File: src/rtl/regfile_sb_pkg.sv
// Shared constants and helpers for the register file with pending-write scoreboard.
package rf_pkg;

  localparam int unsigned DATA_W_DEF = 32;
  localparam int unsigned ADDR_W_DEF = 5;
  localparam int unsigned REG_ZERO   = 0;

  function automatic logic is_zero_reg(input int unsigned addr, input bit zero_reg);
    return zero_reg && (addr == REG_ZERO);
  endfunction

endpackage

File: src/rtl/regfile_sb_if.sv
// Decode/writeback bus of the register file: write port, two read ports, reservation and busy status.
interface regfile_sb_if
  import rf_pkg::*;
#(
  parameter int unsigned DATA_W = DATA_W_DEF,
  parameter int unsigned ADDR_W = ADDR_W_DEF
);

  logic              we;
  logic [ADDR_W-1:0] wreg;
  logic [DATA_W-1:0] wdata;
  logic [ADDR_W-1:0] rreg1;
  logic [ADDR_W-1:0] rreg2;
  logic [DATA_W-1:0] rdata1;
  logic [DATA_W-1:0] rdata2;
  logic              rsv_en;
  logic [ADDR_W-1:0] rsv_reg;
  logic              flush;
  logic              busy1;
  logic              busy2;
  logic [ADDR_W:0]   busy_cnt;

  modport master (
    output we, wreg, wdata, rreg1, rreg2, rsv_en, rsv_reg, flush,
    input  rdata1, rdata2, busy1, busy2, busy_cnt
  );

  modport slave (
    input  we, wreg, wdata, rreg1, rreg2, rsv_en, rsv_reg, flush,
    output rdata1, rdata2, busy1, busy2, busy_cnt
  );

endinterface

File: src/rtl/regfile_sb_scoreboard.sv
// Busy-bit scoreboard: per-register pending-write flags and a registered popcount.
module rf_scoreboard
  import rf_pkg::*;
#(
  parameter int unsigned ADDR_W   = ADDR_W_DEF,
  parameter bit          ZERO_REG = 1'b1
) (
  input  logic                 clk,
  input  logic                 rst_n,
  input  logic                 clr_en_i,
  input  logic [ADDR_W-1:0]    clr_reg_i,
  input  logic                 flush_i,
  input  logic                 rsv_en_i,
  input  logic [ADDR_W-1:0]    rsv_reg_i,
  output logic [2**ADDR_W-1:0] busy_o,
  output logic [ADDR_W:0]      busy_cnt_o
);

  localparam int unsigned DEPTH = 2**ADDR_W;
  localparam int unsigned CW    = ADDR_W + 1;

  logic [DEPTH-1:0] busy_q, busy_d;
  logic [CW-1:0]    cnt_q, cnt_d;
  logic             rsv_ok;
  logic             inc;
  logic             dec;

  assign rsv_ok = rsv_en_i && !is_zero_reg(32'(rsv_reg_i), ZERO_REG);

  // Later assignments win: write-clear < flush < reservation.
  always_comb begin
    busy_d = busy_q;
    if (clr_en_i) busy_d[clr_reg_i] = 1'b0;
    if (flush_i)  busy_d = '0;
    if (rsv_ok)   busy_d[rsv_reg_i] = 1'b1;
  end

  // Count only real transitions so re-reserving or clearing an idle register is a no-op.
  always_comb begin
    inc = rsv_ok && !busy_q[rsv_reg_i];
    dec = clr_en_i && busy_q[clr_reg_i] && !(rsv_ok && (rsv_reg_i == clr_reg_i));
    if (flush_i) cnt_d = CW'(rsv_ok);
    else         cnt_d = cnt_q + CW'(inc) - CW'(dec);
  end

  always_ff @(posedge clk or negedge rst_n) begin
    if (!rst_n) begin
      busy_q <= '0;
      cnt_q  <= '0;
    end else begin
      busy_q <= busy_d;
      cnt_q  <= cnt_d;
    end
  end

  assign busy_o     = busy_q;
  assign busy_cnt_o = cnt_q;

endmodule

File: src/rtl/regfile_sb.sv
// 2-read/1-write register file with optional zero register, write bypass and busy scoreboard.
module regfile_sb
  import rf_pkg::*;
#(
  parameter int unsigned DATA_W   = DATA_W_DEF,
  parameter int unsigned ADDR_W   = ADDR_W_DEF,
  parameter bit          ZERO_REG = 1'b1,
  parameter bit          BYPASS   = 1'b1
) (
  input  logic         clk,
  input  logic         rst_n,
  regfile_sb_if.slave  bus
);

  localparam int unsigned DEPTH = 2**ADDR_W;

  logic [DATA_W-1:0] regs_q [DEPTH];
  logic [DEPTH-1:0]  busy_vec;
  logic [ADDR_W:0]   busy_cnt;
  logic              wr_en;
  logic              hit1, hit2;
  logic              zero1, zero2;
  logic [DATA_W-1:0] rd1, rd2;
  logic              bz1, bz2;

  assign wr_en = bus.we && !is_zero_reg(32'(bus.wreg), ZERO_REG);

  always_ff @(posedge clk or negedge rst_n) begin
    if (!rst_n) begin
      for (int unsigned i = 0; i < DEPTH; i++) regs_q[i] <= '0;
    end else if (wr_en) begin
      regs_q[bus.wreg] <= bus.wdata;
    end
  end

  rf_scoreboard #(
    .ADDR_W   (ADDR_W),
    .ZERO_REG (ZERO_REG)
  ) u_sb (
    .clk        (clk),
    .rst_n      (rst_n),
    .clr_en_i   (wr_en),
    .clr_reg_i  (bus.wreg),
    .flush_i    (bus.flush),
    .rsv_en_i   (bus.rsv_en),
    .rsv_reg_i  (bus.rsv_reg),
    .busy_o     (busy_vec),
    .busy_cnt_o (busy_cnt)
  );

  assign hit1  = BYPASS && wr_en && (bus.wreg == bus.rreg1);
  assign hit2  = BYPASS && wr_en && (bus.wreg == bus.rreg2);
  assign zero1 = is_zero_reg(32'(bus.rreg1), ZERO_REG);
  assign zero2 = is_zero_reg(32'(bus.rreg2), ZERO_REG);

  // Outputs are gated by rst_n so a bypassed write cannot leak through while reset is held.
  always_comb begin
    rd1 = regs_q[bus.rreg1];
    if (!rst_n || zero1) rd1 = '0;
    else if (hit1)       rd1 = bus.wdata;
  end

  always_comb begin
    rd2 = regs_q[bus.rreg2];
    if (!rst_n || zero2) rd2 = '0;
    else if (hit2)       rd2 = bus.wdata;
  end

  assign bz1 = rst_n && !zero1 && !hit1 && busy_vec[bus.rreg1];
  assign bz2 = rst_n && !zero2 && !hit2 && busy_vec[bus.rreg2];

  assign bus.rdata1   = rd1;
  assign bus.rdata2   = rd2;
  assign bus.busy1    = bz1;
  assign bus.busy2    = bz2;
  assign bus.busy_cnt = busy_cnt;

endmodule
File: src/flat_wrapper.sv
// flat-port wrapper written by rule: the top's interface ports become plain ports
module regfile_sb_flat import rf_pkg::*;
#(
  parameter int unsigned DATA_W   = DATA_W_DEF,
  parameter int unsigned ADDR_W   = ADDR_W_DEF,
  parameter bit          ZERO_REG = 1'b1,
  parameter bit          BYPASS   = 1'b1
)
  (clk, rst_n, bus_we, bus_wreg, bus_wdata, bus_rreg1, bus_rreg2, bus_rsv_en, bus_rsv_reg, bus_flush, bus_rdata1, bus_rdata2, bus_busy1, bus_busy2, bus_busy_cnt);
  regfile_sb_if #(.DATA_W(DATA_W), .ADDR_W(ADDR_W)) bus_i ();
  input  logic clk;
  input  logic rst_n;
  input wire logic [$bits(bus_i.we)-1:0] bus_we;
  input wire logic [$bits(bus_i.wreg)-1:0] bus_wreg;
  input wire logic [$bits(bus_i.wdata)-1:0] bus_wdata;
  input wire logic [$bits(bus_i.rreg1)-1:0] bus_rreg1;
  input wire logic [$bits(bus_i.rreg2)-1:0] bus_rreg2;
  input wire logic [$bits(bus_i.rsv_en)-1:0] bus_rsv_en;
  input wire logic [$bits(bus_i.rsv_reg)-1:0] bus_rsv_reg;
  input wire logic [$bits(bus_i.flush)-1:0] bus_flush;
  output wire logic [$bits(bus_i.rdata1)-1:0] bus_rdata1;
  output wire logic [$bits(bus_i.rdata2)-1:0] bus_rdata2;
  output wire logic [$bits(bus_i.busy1)-1:0] bus_busy1;
  output wire logic [$bits(bus_i.busy2)-1:0] bus_busy2;
  output wire logic [$bits(bus_i.busy_cnt)-1:0] bus_busy_cnt;
  assign bus_i.we = bus_we;
  assign bus_i.wreg = bus_wreg;
  assign bus_i.wdata = bus_wdata;
  assign bus_i.rreg1 = bus_rreg1;
  assign bus_i.rreg2 = bus_rreg2;
  assign bus_i.rsv_en = bus_rsv_en;
  assign bus_i.rsv_reg = bus_rsv_reg;
  assign bus_i.flush = bus_flush;
  assign bus_rdata1 = bus_i.rdata1;
  assign bus_rdata2 = bus_i.rdata2;
  assign bus_busy1 = bus_i.busy1;
  assign bus_busy2 = bus_i.busy2;
  assign bus_busy_cnt = bus_i.busy_cnt;
  regfile_sb #(.DATA_W(DATA_W), .ADDR_W(ADDR_W), .ZERO_REG(ZERO_REG), .BYPASS(BYPASS)) u_core (.clk(clk), .rst_n(rst_n), .bus(bus_i));
endmodule
File: config.mk
export PLATFORM = sky130hd
export DESIGN_NAME = regfile_sb_flat
export DESIGN_NICKNAME = d
export VERILOG_FILES = /design/src/rtl/regfile_sb_pkg.sv /design/src/rtl/regfile_sb_if.sv /design/src/rtl/regfile_sb_scoreboard.sv /design/src/rtl/regfile_sb.sv /design/src/flat_wrapper.sv
export SDC_FILE = /design/constraint.sdc
export NUM_CORES = 2
export LEC_CHECK = 0
export CORE_ASPECT_RATIO = 1.75
export CORE_UTILIZATION = 40
export DETAILED_ROUTE_END_ITERATION = 7
export PLACE_DENSITY = 0.62
export SETUP_SLACK_MARGIN = 0.2
export SYNTH_ARGS = -nofsm -noshare
export SYNTH_HDL_FRONTEND = slang
export SYNTH_HIERARCHICAL = 1
export SYNTH_SLANG_ARGS = --single-unit
File: constraint.sdc
create_clock -name clk -period 9.7 [get_ports clk]
set_clock_uncertainty 0.1 [all_clocks]
set_input_delay 0.97 -clock clk [delete_from_list [all_inputs] [get_ports clk]]
set_output_delay 0.97 -clock clk [all_outputs]
set_load 0.05 [all_outputs]
==> metrics <==
number of instances in the synthesized netlist=3889; worst-path maximum fanout=24; count of endpoints failing setup in the final report=0; remaining global-route overflow=0; Yosys top cell by area=dfrtp_1; run status=complete, but fails checks; die width=288 um; H-tree depth=3; crit path launch type=input pin; number of hold-slack violations in the final timing report=0; Post-route DRC=54; dominant register cell in the synthesized netlist=dfrtp_1; post-detailed-route via-to-cell ratio=6.60; arrival time reported for the critical path endpoint=5.75 ns; antenna violations before repair=7; final-stage net count=3847; total leakage power=27.0 nW; Syn Nets=3953; Setup crit end kind=output port; last weighted congestion value of the routability-driven placer=0.860; non-filler cells in the finished layout=5723; synthesized area per cell=14.7 um^2; insertion delay to the later sink of the worst-skew pair=0.74 ns; most frequent standard cell in the layout excluding fill and tap cells=dfrtp_1; Post-synth ARST share=100%; number of max-capacitance violations reported=0; number of buffers on the longest clock path=3; layout cell share with drive strength beyond 1=47.2%; routed length per instance=33.6 um; critical path start-end classification=in2out; row count=183; count of flip-flops with a built-in enable after synthesis=0; area of the core=0.142 mm^2; post-route antenna net violation count=0; CTS tree=yes; combined area of all synthesized cells=0.0573 mm^2; total of hold buffers inserted after clock tree synthesis=0; Layout Area Growth over Synthesis=11.6%; number of buffers inserted during clock tree synthesis=107; floorplan die area=0.145 mm^2; initial core utilization=40.3%; clock sink count=1062; required time reported for the critical path endpoint=8.63 ns; count of warnings emitted by yosys=6; period utilization=70.3%; Final Routed Wirelength=192 mm; Clk pin slew, worst setup/hold paths=0.06 ns; leading cell types by total area after synthesis=dfrtp_1, mux2_2, mux4_2, mux2i_1, a22oi_1; max_slew headroom=4.60%; number of DRC markers in iteration 0=3403; Clk Tree Root Cell=clkbuf_16; final period demand of the worst path=6.82 ns; largest net degree at the start of global routing=177; leading cell types in the layout, fill and taps excluded=dfrtp_1, mux2_2, mux4_2; number of register bits inferred by synthesis=1062; fill cell count=12500; power per cell area=206 mW/mm^2; HPWL after detailed placement=110 mm; fraction of post-synthesis cell area in the top cell type by area=46.3%; Seq/Total Area, Yosys=46.3%; buffers inserted by post-CTS timing repair=0; cell total after placement=5524; number of cells upsized or downsized after cts=0; Detailed Routing Iterations Pass 1=8; unrepaired setup endpoints after global routing=false; vertical die dimension=503 um; total vias in the final route=37800; global-route wire length before repair=281 mm; count of buffers inserted at the top-level ports=128; Sum Neg Setup Slack=0 ns; boundary pin count=129; library cells used by synthesis=57; path category of the worst min-delay check=in2async; max-slew violation count=0; largest voltage drop on the vdd net=0.152 mV; global router's overall resource usage=26.8%; violations in the final reports=DRC; achievable frequency=0.147 GHz; slew at the pin closest to its max-slew limit=1.43 ns; number of global-route vias before repair=39300
## area by class of cell
class / count / area (um^2) / area share [%]
Antenna cell: 4 / 10.0 / 0.0156
Clock buffer: 163 / 3220 / 5.04
Clock inverter: 32 / 478 / 0.747
Inverter: 15 / 56.3 / 0.0880
Multi-Input combinational cell: 2365 / 29100 / 45.5
Sequential cell: 1062 / 26600 / 41.5
Tap cell: 1850 / 2310 / 3.62
Timing Repair Buffer: 232 / 2190 / 3.43
## where the power goes
group / total [mW] / switching [mW] / internal, mW
combinational: 2.90 / 1.32 / 1.58
clock: 4.41 / 1.84 / 2.57
sequential: 5.86 / 0.602 / 5.25
total: 13.2 / 3.76 / 9.41
## critical path: stages
cell and delay (ns):
clkdlybuf4s50_1 0.85, or3_1 0.54, o2111ai_1 0.57, o211ai_2 0.12, buf_4 0.24, inv_1 1.05
a221o_1 0.49, clkdlybuf4s50_1 0.89
## per-layer routing
layer / wire length, um / vias to the layer above / track usage [%] / share of wire (%)
met3: 13300 / 478 / 4.55 / 6.9
met2: 93200 / 1608 / 43.4 / 48
met4: 10800 / 2 / 14.1 / 5.6
met5: 13 / - / 0 / 0.0068
li1: - / 15000 / - / -
met1: 75000 / 20700 / 34.3 / 39
## logic make-up after synthesis
| kind of cell | share of synthesized area [%] |
|---|---|
| buffers and inverters | 3.44 |
| DFF | 46.3 |
| muxes | 41.8 |
| xor gates and xnor gates | 0.290 |
| AOI/OAI and AO/OA | 6.32 |
| adders and majority gates | 0.166 |
| and+or+nand+nor | 1.66 |
## state kept, by name, indices dropped and copies added (netlist names)
register / cells
u_core/regs_q: 1024
u_core/u_sb/busy_cnt_o: 6
u_core/u_sb/busy_o: 32
## cells in the mapped netlist (14+ instances only)
| library cell | number |
|---|---|
| a21oi_1 | 80 |
| a221o_1 | 54 |
| a221oi_1 | 64 |
| a22oi_1 | 164 |
| buf_1 | 60 |
| buf_2 | 79 |
| clkbuf_1 | 284 |
| dfrtp_1 | 1062 |
| mux2_2 | 994 |
| mux2i_1 | 167 |
| mux4_2 | 487 |
| nand2_1 | 52 |
| nand3_1 | 17 |
| nand3b_1 | 14 |
| nor2_1 | 61 |
| o211ai_1 | 32 |
| o21ai_0 | 53 |
| xnor2_1 | 15 |
## metrics by stage
step	cell area, um^2	power [mW]	setup slack, ns	util (%)	hold WS [ns]
2_1_floorplan	57300	7.85	5.54	-	0.341
6_report	64000	13.2	2.88	45.0	0.129
4_1_cts	64000	13.2	3.09	45.0	0.137
3_5_place_dp	60300	8.82	3.11	42.4	0.283
3_3_place_gp	60300	8.72	3.19	42.4	0.277
5_1_grt	64000	13.7	2.86	45.0	0.186
## worst paths after layout
| check | start | slack [ns] | endpoint | cells past startpoint |
|---|---|---|---|---|
| min in group clk | u_core/regs_q[992]$_DFFE_PN0P_ | 0.29 | u_core/regs_q[992]$_DFFE_PN0P_ | 0 |
| hold reg to reg | u_core/regs_q[992]$_DFFE_PN0P_ | 0.29 | u_core/regs_q[992]$_DFFE_PN0P_ | 0 |
| setup / recovery | bus_wreg[4] | 2.88 | bus_rdata2[15] | 8 |
| setup reg to reg | u_core/u_sb/busy_o[25]$_DFF_PN0_ | 6.34 | u_core/u_sb/busy_cnt_o[4]$_DFF_PN0_ | 13 |
| max in group asynchronous | rst_n | 5.46 | u_core/regs_q[679]$_DFFE_PN0P_ | 5 |
| hold / removal | rst_n | 0.13 | u_core/regs_q[793]$_DFFE_PN0P_ | 1 |
No activity file was read; power rests on OpenSTA's default activity.
